## config.mk

```make
export PLATFORM = sky130hd
export DESIGN_NAME = branch_resolve_flat
export DESIGN_NICKNAME = d
export VERILOG_FILES = /design/src/rtl/br_pkg.sv /design/src/rtl/branch_resolve_if.sv /design/src/rtl/br_cond.sv /design/src/rtl/branch_resolve.sv /design/src/flat_wrapper.sv
export SDC_FILE = /design/constraint.sdc
export NUM_CORES = 1
export LEC_CHECK = 0
export CELL_PAD_IN_SITES_DETAIL_PLACEMENT = 1
export CELL_PAD_IN_SITES_GLOBAL_PLACEMENT = 1
export CORE_ASPECT_RATIO = 0.8
export CORE_MARGIN = 2
export CORE_UTILIZATION = 38
export CTS_BUF_LIST = sky130_fd_sc_hd__clkbuf_2
export CTS_CLUSTER_DIAMETER = 100
export DETAILED_ROUTE_END_ITERATION = 6
export GPL_TIMING_DRIVEN = 0
export PLACE_DENSITY_LB_ADDON = 0.1
export SLEW_MARGIN = 5
export SYNTH_ARGS = -nofsm -noshare
export SYNTH_HDL_FRONTEND = slang
export SYNTH_SLANG_ARGS = --single-unit
```

## constraint.sdc

```tcl
create_clock -name clk -period 3.75 [get_ports clk]
set_input_delay 1.125 -clock clk [delete_from_list [all_inputs] [get_ports clk]]
set_output_delay 1.125 -clock clk [all_outputs]
set_load 0.05 [all_outputs]
```

## src/rtl/br_pkg.sv

```systemverilog
// Shared branch-type encodings and counter sizing for the branch resolution
// unit and any decode-side logic that reuses the condition comparator.
package br_pkg;

   typedef enum logic [2:0] {
      BR_NONE = 3'd0,
      BR_BEQ  = 3'd1,
      BR_BNE  = 3'd2,
      BR_BLT  = 3'd3,
      BR_BGE  = 3'd4,
      BR_JAL  = 3'd5,
      BR_JALR = 3'd6,
      BR_RSVD = 3'd7
   } br_type_e;

   localparam int TAKEN_CNT_W = 8;

   // Unconditional jumps always redirect; everything else needs the comparator.
   function automatic logic br_is_jump(input br_type_e t);
      return (t == BR_JAL) || (t == BR_JALR);
   endfunction

endpackage

```

## src/rtl/branch_resolve_if.sv

```systemverilog
// Decode-to-execute branch fields in, redirect/flush/perf outputs back out.
// The dut modport is the execute-side view; tb/drv drives decode and stall.
interface branch_resolve_if
   import br_pkg::*;
#(
   parameter int XLEN = 5,
   parameter int DLEN = 8
);
   logic                   D_valid;
   logic [2:0]             D_br_type;
   logic [XLEN-1:0]        D_pc;
   logic [XLEN-1:0]        D_imm;
   logic [DLEN-1:0]        D_rs1;
   logic [DLEN-1:0]        D_rs2;
   logic                   stall;
   logic                   EX_taken;
   logic [XLEN-1:0]        EX_alt_pc;
   logic [XLEN-1:0]        EX_link;
   logic                   flush_D;
   logic [TAKEN_CNT_W-1:0] taken_count;

   modport dut (
      input  D_valid, D_br_type, D_pc, D_imm, D_rs1, D_rs2, stall,
      output EX_taken, EX_alt_pc, EX_link, flush_D, taken_count
   );

   modport drv (
      output D_valid, D_br_type, D_pc, D_imm, D_rs1, D_rs2, stall,
      input  EX_taken, EX_alt_pc, EX_link, flush_D, taken_count
   );
endinterface

```

## src/rtl/br_cond.sv

```systemverilog
// Combinational branch condition: equality and signed magnitude compare of
// the two operands selected by branch type; reserved type behaves as NONE.
module br_cond
   import br_pkg::*;
#(
   parameter int DLEN = 8
) (
   input  br_type_e        br_type,
   input  logic [DLEN-1:0] rs1,
   input  logic [DLEN-1:0] rs2,
   output logic            cond
);

   logic eq;
   logic lt;

   assign eq = (rs1 == rs2);
   assign lt = ($signed(rs1) < $signed(rs2));

   always_comb begin
      cond = 1'b0;
      case (br_type)
         BR_BEQ:  cond = eq;
         BR_BNE:  cond = ~eq;
         BR_BLT:  cond = lt;
         BR_BGE:  cond = ~lt;
         default: cond = br_is_jump(br_type);
      endcase
   end

endmodule

```

## src/rtl/branch_resolve.sv

```systemverilog
// Execute-stage branch resolution: ID/EX register, one-shot redirect, target/link adders, taken counter.
// Redirect appears the cycle after the branch loads; stall holds the register and suppresses repeats.
module branch_resolve
   import br_pkg::*;
#(
   parameter int XLEN    = 5,
   parameter int DLEN    = 8,
   parameter int PC_STEP = 1
) (
   input  logic           clk,
   input  logic           rst,
   branch_resolve_if.dut  bif
);

   localparam logic [XLEN-1:0]        STEP    = PC_STEP[XLEN-1:0];
   localparam logic [TAKEN_CNT_W-1:0] CNT_MAX = '1;

   typedef struct packed {
      logic            valid;
      br_type_e        br_type;
      logic [XLEN-1:0] pc;
      logic [XLEN-1:0] imm;
      logic [DLEN-1:0] rs1;
      logic [DLEN-1:0] rs2;
   } idex_t;

   idex_t                  idex_q, idex_d;
   logic                   fired_q, fired_d;
   logic [TAKEN_CNT_W-1:0] cnt_q, cnt_d;

   logic                   cond;
   logic                   taken;
   logic [XLEN-1:0]        base;

   br_cond #(.DLEN(DLEN)) u_cond (
      .br_type (idex_q.br_type),
      .rs1     (idex_q.rs1),
      .rs2     (idex_q.rs2),
      .cond    (cond)
   );

   // Purely from registered state, so fetch never sees a decode-side path.
   assign taken = idex_q.valid & cond & ~fired_q;

   assign base = (idex_q.br_type == BR_JALR) ? idex_q.rs1[XLEN-1:0] : idex_q.pc;

   always_comb begin
      idex_d  = idex_q;
      fired_d = fired_q;
      cnt_d   = cnt_q;

      if (bif.stall) begin
         fired_d = fired_q | taken;
      end else if (taken) begin
         // Bubble squashes the wrong-path instruction sitting in decode.
         idex_d  = '0;
         fired_d = 1'b0;
      end else begin
         idex_d.valid   = bif.D_valid;
         idex_d.br_type = br_type_e'(bif.D_br_type);
         idex_d.pc      = bif.D_pc;
         idex_d.imm     = bif.D_imm;
         idex_d.rs1     = bif.D_rs1;
         idex_d.rs2     = bif.D_rs2;
         fired_d        = 1'b0;
      end

      if (taken && (cnt_q != CNT_MAX)) begin
         cnt_d = cnt_q + 1'b1;
      end
   end

   always_ff @(posedge clk or posedge rst) begin
      if (rst) begin
         idex_q  <= '0;
         fired_q <= 1'b0;
         cnt_q   <= '0;
      end else begin
         idex_q  <= idex_d;
         fired_q <= fired_d;
         cnt_q   <= cnt_d;
      end
   end

   assign bif.EX_taken    = taken;
   assign bif.flush_D     = taken;
   assign bif.EX_alt_pc   = base + idex_q.imm;
   assign bif.EX_link     = idex_q.pc + STEP;
   assign bif.taken_count = cnt_q;

endmodule
```

## src/flat_wrapper.sv

```systemverilog
// flat-port wrapper written by rule: the top's interface ports become plain ports
module branch_resolve_flat import br_pkg::*;
#(
   parameter int XLEN    = 5,
   parameter int DLEN    = 8,
   parameter int PC_STEP = 1
)
  (clk, rst, bif_D_valid, bif_D_br_type, bif_D_pc, bif_D_imm, bif_D_rs1, bif_D_rs2, bif_stall, bif_EX_taken, bif_EX_alt_pc, bif_EX_link, bif_flush_D, bif_taken_count);
  branch_resolve_if #(.XLEN(XLEN), .DLEN(DLEN)) bif_i ();
  input  logic clk;
  input  logic rst;
  input wire logic [$bits(bif_i.D_valid)-1:0] bif_D_valid;
  input wire logic [$bits(bif_i.D_br_type)-1:0] bif_D_br_type;
  input wire logic [$bits(bif_i.D_pc)-1:0] bif_D_pc;
  input wire logic [$bits(bif_i.D_imm)-1:0] bif_D_imm;
  input wire logic [$bits(bif_i.D_rs1)-1:0] bif_D_rs1;
  input wire logic [$bits(bif_i.D_rs2)-1:0] bif_D_rs2;
  input wire logic [$bits(bif_i.stall)-1:0] bif_stall;
  output wire logic [$bits(bif_i.EX_taken)-1:0] bif_EX_taken;
  output wire logic [$bits(bif_i.EX_alt_pc)-1:0] bif_EX_alt_pc;
  output wire logic [$bits(bif_i.EX_link)-1:0] bif_EX_link;
  output wire logic [$bits(bif_i.flush_D)-1:0] bif_flush_D;
  output wire logic [$bits(bif_i.taken_count)-1:0] bif_taken_count;
  assign bif_i.D_valid = bif_D_valid;
  assign bif_i.D_br_type = bif_D_br_type;
  assign bif_i.D_pc = bif_D_pc;
  assign bif_i.D_imm = bif_D_imm;
  assign bif_i.D_rs1 = bif_D_rs1;
  assign bif_i.D_rs2 = bif_D_rs2;
  assign bif_i.stall = bif_stall;
  assign bif_EX_taken = bif_i.EX_taken;
  assign bif_EX_alt_pc = bif_i.EX_alt_pc;
  assign bif_EX_link = bif_i.EX_link;
  assign bif_flush_D = bif_i.flush_D;
  assign bif_taken_count = bif_i.taken_count;
  branch_resolve #(.XLEN(XLEN), .DLEN(DLEN), .PC_STEP(PC_STEP)) u_core (.clk(clk), .rst(rst), .bif(bif_i));
endmodule
```

# Yosys cells after proc, flatten, opt, wreduce, memory -nomap -nowiden

Cells that the tools add are included.

Output and inout bits: 20
Bits in registers: 39
Bits of input ports: 33
Logic and storage cells: 32

Bitwise operators: 6
Equal/unequal tests: 8
Mux-type cells: 4
Add/sub/neg operators: 3
Order comparisons: 1
Reductions and logical operators: 2

Operators by type and width:

| cell                                           | number |
|---|---|
| 2-to-1 mux 30 bit                              | 1 |
| == test 3 bit (second input constant)          | 3 |
| adder 8 x 1 -> 8 bit (second input constant)   | 1 |
| == test 8 bit                                  | 1 |
| less-than comparator 8 bit                     | 1 |
| inequality test 8 bit (second input constant)  | 1 |
| == test 3 x 2 -> 1 bit (second input constant) | 2 |
| adder 5 x 1 -> 5 bit (second input constant)   | 1 |
| adder 5 bit                                    | 1 |
| 2-to-1 mux 5 bit                               | 1 |
| one-hot mux 1 bit (4 select lines)             | 1 |
| == test 3 x 1 -> 1 bit (second input constant) | 1 |
| NOT 1 bit                                      | 3 |
| AND 1 bit                                      | 2 |
| logical AND 1 bit                              | 1 |
| logical OR 1 bit                               | 1 |
| 2-to-1 mux 1 bit                               | 1 |
| OR 1 bit                                       | 1 |

# Logic depth before layout (Yosys ltp)

Gate-level depths: netlist of run 1.

Depth after elaboration: 7
Depth in mapped cells: 10
Mapped depth without buffers: 10

# By module

A second synthesis of run 1 with hierarchy kept.

Cells, all modules: 237
Area, all modules: 2130.8 um2

By module, submodules not included:

| module         | area an instance (um2) | cells an instance | instances |
|---|---|---|---|
| branch_resolve | 1863.0                 | 198               | 1 |
| br_cond        | 267.8                  | 39                | 1 |

# Least setup slack after synthesis of run 1

Ideal clock, no wire load.

Kind: register to output
Start: reg u_core.idex_q[27] in the netlist's numbering
End: out bif_EX_alt_pc[4]
Arrival: 2.782 ns
Setup slack: -0.157 ns
Required time: 2.625 ns
Stages on the path, launching flop included: 9
Path buffers: 0
Cell sequence: dfrtp_1 -> nor2b_1 -> nand2_1 -> mux2_2 -> fa_1 -> a21o_1 -> a21oi_1 -> xnor2_1 -> xnor2_1

Cells in the longest elaborated chain, start to end: 3

Ends and longest elaborated chain:

| item                   | RTL line             | RTL |
|---|---|---|
| from (decl)            | branch_resolve.sv:27 | `idex_t idex_q, idex_d;` |
| from (signal assigned) | branch_resolve.sv:79 | `idex_q <= idex_d;` |
| == test 3 bit          | branch_resolve.sv:45 | `assign base = (idex_q.br_type == BR_JALR) ? idex_q.rs1[XLEN-1:0] : idex_q.pc;` |
| 2-to-1 mux 5 bit       | branch_resolve.sv:45 |  |
| adder 5 bit            | branch_resolve.sv:87 | `assign bif.EX_alt_pc = base + idex_q.imm;` |
| to (decl)              | flat_wrapper.sv:20   | `output wire logic [$bits(bif_i.EX_alt_pc)-1:0] bif_EX_alt_pc;` |

Every way passes these cells.

# Final worst setup path of run 1

Start: reg u_core.idex_q[5] in the netlist's numbering
End: out bif_flush_D

Cells in the longest elaborated chain, start to end: 5
Elaborated cells on any way between the ends: 7

Ends and longest elaborated chain:

| item                                                        | RTL line                     | RTL |
|---|---|---|
| less-than comparator 8 bit or == test 8 bit (tied branches) | br_cond.sv:18, br_cond.sv:17 |  |
| NOT 1 bit (on tied branches)                                | br_cond.sv:26, br_cond.sv:24 |  |
| one-hot mux 1 bit (4 select lines) (*)                      | br_cond.sv:22                | `case (br_type)` |
| AND 1 bit (*) (2 in series)                                 | branch_resolve.sv:43         | `assign taken = idex_q.valid & cond & ~fired_q;` |
| to (decl)                                                   | flat_wrapper.sv:22           | `output wire logic [$bits(bif_i.flush_D)-1:0] bif_flush_D;` |

Every way passes the cells marked *; elsewhere a longest branch is shown, timed or not.

==> flow_metrics.env, run 1 <==
export IMPL_status="complete, but fails checks"
export IMPL_violations="negative setup slack"
export IMPL_rows=24
export IMPL_vias=1992
export IMPL_max_freq_ghz=0.258
export IMPL_dr_first_iter_drc_count=65
export IMPL_pin_count=53
export IMPL_whs_ps=512
export IMPL_ant_nets=0
export IMPL_cts_buffers=5
export IMPL_firstDrtPassIters=4
export IMPL_maxCapViolations=0
export IMPL_whs_path_depth=1
export IMPL_ys_top_cells_by_area="dfrtp_1, nand2_1, ha_1"
export IMPL_ys_types=40
export IMPL_synth_top_family_by_area="simple AND/OR/NAND/NOR gates"
export IMPL_grt_pass1_vias=2000
export IMPL_drive_gt1_frac=0.249
export IMPL_syn_avg_cell_area_sq_um=9.05
export IMPL_hold_viol_final=0
export IMPL_crit_path_max_fanout=7
export IMPL_synthMuxAreaShare=0.0346
export IMPL_grt_pass1_wl_mm=9.76
export IMPL_cts_max_path_buffers=2
export IMPL_die_area_sq_mm=0.00634
export IMPL_synthXorXnorAreaFrac=0.0484
export IMPL_die_width_um=88.5
export IMPL_syn2layout_area_growth_pct=48.9
export IMPL_critPathLaunch="u_core.idex_q[5]"
export IMPL_fin_tns_setup_ps=-206
export IMPL_fp_dieH_um=71.6
export IMPL_slew_headroom=0.428
export IMPL_yosysSeqAreaShare=0.450
export IMPL_io_buffer_count=51
export IMPL_place_gp_congestion=0.707
export IMPL_period_minus_slack_ps=3870
export IMPL_fin_area_sq_mm=0.00323
export IMPL_cts_hold_fix_buffers=0
export IMPL_nets=368
export IMPL_rsz0062_at_grt="yes"
export IMPL_cp_start_kind="flop"
export IMPL_clk_pin_slew_ps=180
export IMPL_power_density_mw_per_mm2=542
export IMPL_clk_latency_ps=410
export IMPL_setup_worst_path_end="bif_flush_D"
export IMPL_worstSetupEndpointType="primary output"
export IMPL_clock_root_buffer="clkbuf_2"
export IMPL_core_sq_mm=0.00550
export IMPL_initial_core_util=0.395
export IMPL_htree_levels=2
export IMPL_p_leak_nw=1.47
export IMPL_r2r_start="u_core.idex_q[5]"
export IMPL_wl_per_cell_um=16.4
export IMPL_rr_endpoint="u_core.bif.taken_count[4]"
export IMPL_report_final_slew_viol_count=0
export IMPL_mostFrequentLayoutCells="nand2_1, clkdlybuf4s50_1, dfrtp_1"
export IMPL_antenna_found_initial=0
export IMPL_drt_wl_total_mm=6.56
export IMPL_rrSetupSlack_ps=830
export IMPL_dpl_instance_area_sq_mm=0.00279
export IMPL_p_total_mw=1.75
export IMPL_crit_arrival_ps=2750
export IMPL_hold_class="reg -> reg"
export IMPL_final_core_util=0.588
export IMPL_routed_via_density=4.99
export IMPL_drc_errors=0
export IMPL_setup_viol=3
export IMPL_ys_warn_count=0
export IMPL_dpl_hpwl_mm=4.01
export IMPL_synthCells=240
export IMPL_ff2ff_path_depth=11
export IMPL_worst_pin_slew_ps=856
export IMPL_setup_ws_ps=-121
export IMPL_clock_sinks=39
export IMPL_grt_max_degree=40
export IMPL_synthAdderAreaFrac=0.0899
export IMPL_final_cells=399
export IMPL_required_ps=2620
export IMPL_synthSimpleGateAreaFrac=0.192
export IMPL_antenna_cells=0
export IMPL_fill_cells=647
export IMPL_place_ws_ps=-649
export IMPL_fin_skew_ps=17.3
export IMPL_yosysTopAreaCellShare=0.450
export IMPL_synth_seq_cells=39
export IMPL_syn_area_sq_mm=0.00217
export IMPL_grtUsageTotal=0.201
export IMPL_cts_tree="built"
export IMPL_syn_num_nets=288
export IMPL_yosysTopAreaCell="dfrtp_1"
export IMPL_vdd_drop_max_v=0.000318
export IMPL_fin_crit_sh=1.03
export IMPL_overflow=0
export IMPL_numPlacedInstances=369
export IMPL_final_common_cell="nand2_1"
export IMPL_crit_type="reg -> out"
export IMPL_synth_compound_area_frac=0.137
logic make-up (layout without fill, tap and decap cells):
group,after synthesis,in the layout
mux,7,7
compound gates,48,48
simple gates,93,93
flops,39,39
fa+ha+maj,15,15
xor+xnor,12,12
buf+inv,26,107
cells in the mapped netlist:
| cell type | number |
|---|---|
| nand4_1 | 2 |
| ha_1 | 14 |
| nor2b_1 | 1 |
| xnor2_1 | 8 |
| mux2_2 | 4 |
| a21oi_2 | 1 |
| nand2_1 | 67 |
| buf_2 | 3 |
| mux2i_1 | 3 |
| o221ai_2 | 1 |
| a211oi_2 | 1 |
| nor2_1 | 5 |
| nor4b_1 | 1 |
| or4b_1 | 1 |
| a211oi_1 | 1 |
| o21ba_2 | 2 |
| o21ai_2 | 1 |
| a31o_2 | 1 |
| o211ai_1 | 1 |
| nor3_2 | 1 |
| o221a_2 | 1 |
| a21o_1 | 2 |
| nor3_1 | 3 |
| or3_1 | 1 |
| o21a_1 | 1 |
| o21ai_0 | 31 |
| nor4b_2 | 1 |
| inv_1 | 15 |
| nand3_1 | 5 |
| or2_1 | 1 |
| buf_1 | 1 |
| a21oi_1 | 4 |
| xor2_1 | 4 |
| nand2b_1 | 1 |
| nand4_2 | 1 |
| clkbuf_1 | 6 |
| fa_1 | 1 |
| nor4_1 | 2 |
| dfrtp_1 | 39 |
| buf_4 | 1 |
sequential cells by signal, indices dropped and copies added (netlist names):
| signal | cells |
|---|---|
| u_core.idex_q | 30 |
| u_core.bif.taken_count | 8 |
| u_core.fired_q | 1 |
per-layer routing:
layer  up-vias  track usage  routed length (um)
li1        962            -                   -
met4         0       0.0556                 117
met5         -            0                   0
met3        10       0.0426                 240
met1       978        0.284                3010
met2        42        0.312                3200
worst min-delay path by stage:
| stage | from | to |
|---|---|---|
| 2_1_floorplan | u_core.idex_q[29] | u_core.idex_q[29] |
| 3_3_place_gp | u_core.idex_q[15] | u_core.idex_q[15] |
| 3_5_place_dp | u_core.idex_q[8] | u_core.idex_q[8] |
| 4_1_cts | u_core.bif.taken_count[5] | u_core.bif.taken_count[5] |
| 5_1_grt | u_core.bif.taken_count[5] | u_core.bif.taken_count[5] |
| 6_report | u_core.bif.taken_count[5] | u_core.bif.taken_count[5] |
critical path, cell delays in order, from the launching register on:
cell and delay (ps):
dfrtp_1 420, inv_1 100, ha_4 220, a21oi_2 210, o221ai_4 160, nor4b_4 390
o221a_2 310, o21ai_4 80, buf_6 150, inv_2 70, buf_4 110, buf_8 130
where the power goes:
part | internal, mW | total [mW] | switching [mW]
clock | 0.0448 | 0.188 | 0.143
combinational | 0.417 | 0.985 | 0.568
sequential | 0.495 | 0.580 | 0.0854
area by class of cell:
cell class,instances,area (sq um),share of cell area
Multi-Input combinational cell,175,1330,0.410
Clock buffer,6,30.0,0.00929
Buffer,11,55.1,0.0170
Tap cell,78,97.6,0.0302
Inverter,15,56.3,0.0174
Timing Repair Buffer,73,679,0.210
Clock inverter,2,7.51,0.00232
Sequential cell,39,980,0.303
timing repair:
item | 4_1_cts | 5_1_grt
setup buffers | 9 | 13
pin swaps | 5 | 17
endpoints found under the setup margin | 6 | 6
resized for setup | 44 | 31
(Power assumes the default switching activity.)
==> inputs of run 2 (changes only) <==
CAP_MARGIN = 20   (was default)
MAX_ROUTING_LAYER = met4   (was default)
SLEW_MARGIN = default   (was 5)
==> run 2 against run 1 <==
  * The flow still finishes with violations (negative setup slack)
  * Non-clock buffer count is the same
  * Global-route usage grew 0.48 points
  * Sequential power is essentially flat
  * Total power grew 0.14%
  * Maximum frequency grew 0.75%
  * Sequential share of layout area grew 0.18 points
  * Setup slack gained 29 ps
  * Cell area shrank 0.58%
  * Clock skew shrank 3.9 ps
  * Highest routed layer unchanged
  * Critical path type unchanged
  * Utilization shrank 0.34 points
==> flow_metrics.env, run 2 (synthesis gave the netlist of run 1 again) <==
export IMPL_setup_ws_ps=-92.0
export IMPL_ant_nets=0
export IMPL_crit_arrival_ps=2720
export IMPL_maxCapViolations=0
export IMPL_ff2ff_path_depth=12
export IMPL_mostFrequentLayoutCells="nand2_1, clkdlybuf4s50_1, dfrtp_1"
export IMPL_worstSetupEndpointType="primary output"
export IMPL_die_width_um=88.5
export IMPL_report_final_slew_viol_count=0
export IMPL_cts_hold_fix_buffers=0
export IMPL_crit_family="compound AO/OA/AOI/OAI gates"
export IMPL_largest_register_ffs=30
export IMPL_vdd_drop_max_v=0.000316
export IMPL_fin_crit_sh=1.02
export IMPL_power_density_mw_per_mm2=546
export IMPL_antenna_cells=0
export IMPL_htree_levels=2
export IMPL_rrSetupSlack_ps=850
export IMPL_crit_path_max_fanout=7
export IMPL_whs_ps=513
export IMPL_worst_path_buf_inv=5
export IMPL_syn2layout_area_growth_pct=48.0
export IMPL_fin_skew_ps=13.4
export IMPL_wl_per_cell_um=16.6
export IMPL_final_common_cell="nand2_1"
export IMPL_path_cells="inv_1, ha_4, nand4_4, a211oi_4, nor4b_4, o221a_2, o21ai_4, buf_6, inv_4, buf_4, buf_6"
export IMPL_cts_tree="built"
export IMPL_grt_pass1_wl_mm=9.72
export IMPL_dr_first_iter_drc_count=48
export IMPL_rows=24
export IMPL_drt_wl_total_mm=6.63
export IMPL_grt_util_met3=0.0380
export IMPL_slowest_stage="dfrtp_1"
export IMPL_io_buffer_count=51
export IMPL_period_minus_slack_ps=3840
export IMPL_setup_viol=2
export IMPL_place_gp_congestion=0.715
export IMPL_max_freq_ghz=0.260
export IMPL_status="complete, but fails checks"
export IMPL_core_sq_mm=0.00550
export IMPL_clk_pin_slew_ps=180
export IMPL_hold_class="reg -> reg"
export IMPL_worst_pin_slew_ps=862
export IMPL_dpl_hpwl_mm=4.01
export IMPL_p_total_mw=1.76
export IMPL_slew_headroom=0.425
export IMPL_clock_root_buffer="clkbuf_2"
export IMPL_hold_viol_final=0
export IMPL_power_internal_uw=958
export IMPL_combPwrFrac=0.562
export IMPL_pin_count=53
export IMPL_firstDrtPassIters=4
export IMPL_overflow=0
export IMPL_rsz0062_at_grt="yes"
export IMPL_busiest_layer="met2"
export IMPL_min_from="u_core.bif.taken_count[5]"
export IMPL_p_seq_frac=0.331
export IMPL_grt_max_degree=40
export IMPL_antenna_found_initial=0
export IMPL_clk_latency_ps=410
export IMPL_top_register="u_core.idex_q"
export IMPL_p_clk_frac=0.107
export IMPL_p_sw_frac=0.455
export IMPL_fp_dieH_um=71.6
export IMPL_min_delay_worst_endpoint="u_core.bif.taken_count[5]"
export IMPL_drc_errors=0
export IMPL_crit_type="reg -> out"
export IMPL_cts_buffers=5
export IMPL_nets=368
export IMPL_cts_max_path_buffers=2
export IMPL_fin_tns_setup_ps=-152
export IMPL_rr_endpoint="u_core.bif.taken_count[4]"
export IMPL_violations="negative setup slack"
export IMPL_grtUsageTotal=0.206
export IMPL_grt_met2_usage=0.312
export IMPL_clock_sinks=39
export IMPL_die_area_sq_mm=0.00634
export IMPL_critPathMaxStageDelay_ps=410
export IMPL_required_ps=2620
export IMPL_cp_common_cell="buf_6"
export IMPL_p_leak_nw=1.46
export IMPL_drive_gt1_frac=0.252
export IMPL_use_met1=0.284
export IMPL_r2r_start="u_core.idex_q[6]"
export IMPL_final_core_util=0.585
export IMPL_grt_pass1_vias=2000
export IMPL_p_sw_uw=798
export IMPL_routed_via_density=5.01
export IMPL_whs_path_depth=1
export IMPL_initial_core_util=0.395
export IMPL_vias=2000
export IMPL_cp_start_kind="flop"
run 2: cell types whose count changed in the layout (fill, tap and decap cells not counted):
cell     previous run  this run
ha_1                5         6
ha_4                8         7
a21oi_1             2         1
nor4b_2             0         1
nor4b_4             2         1
inv_4               0         1
inv_1              11        10
buf_8               2         1
a21oi_2             3         4
buf_6               3         4
run 2: per-stage QoR:
stage                     area, sq um  cells  setup WS (ps)
after floorplan                  2180    240            140
after global placement           2790    369           -592
after detailed placement         2790    369           -649
after CTS                        2970    386           -119
after global routing             3210    399           -220
final                            3210    399          -92.0
run 2: layout make-up:
cell class	instances	area [sq um]
plain buffers	11	55.1
clock buffers	6	30.0
clock inverters	2	7.51
fillers	654	2280
inverters	15	58.8
multi-input cells	175	1310
flip-flops and latches	39	980
well taps	78	97.6
repair buffers	73	676
run 2: metal layers:
metal  part of all wire  vias to the layer above  routed length (um)
li1                   -                      959                   -
met1               0.47                      986                3100
met2               0.48                       44                3180
met3              0.028                       11                 188
met4              0.023                        0                 153
met5                  0                        -                   0
run 2: how the worst max path moves through the flow:
stage,start,endpoint,depth (start not counted)
after floorplan,u_core.idex_q[27],bif_EX_alt_pc[4],8
after global placement,u_core.idex_q[27],bif_EX_alt_pc[4],11
after detailed placement,u_core.idex_q[27],bif_EX_alt_pc[4],11
after CTS,u_core.idex_q[7],bif_flush_D,11
after global routing,u_core.idex_q[6],bif_flush_D,12
final,u_core.idex_q[6],bif_flush_D,11
run 2: timing repair:
action,in CTS,in global routing
pin swaps,5,20
endpoints found under the setup margin,6,6
gates resized for setup,44,31
setup buffers,9,13
run 2: power by group through the flow:
stage / clock, mW / sequential [mW] / combinational [mW]
3_3_place_gp: 0 / 0.576 / 0.774
3_5_place_dp: 0 / 0.582 / 0.783
5_1_grt: 0.205 / 0.592 / 1.06
2_1_floorplan: 0 / 0.632 / 0.483
6_report: 0.188 / 0.581 / 0.987
4_1_cts: 0.191 / 0.571 / 0.853
==> inputs of run 3 (changes only) <==
HOLD_SLACK_MARGIN = 0.12   (was default)
==> results of run 3 <==
Final layout, timing and power as in run 2 (identical DEF).
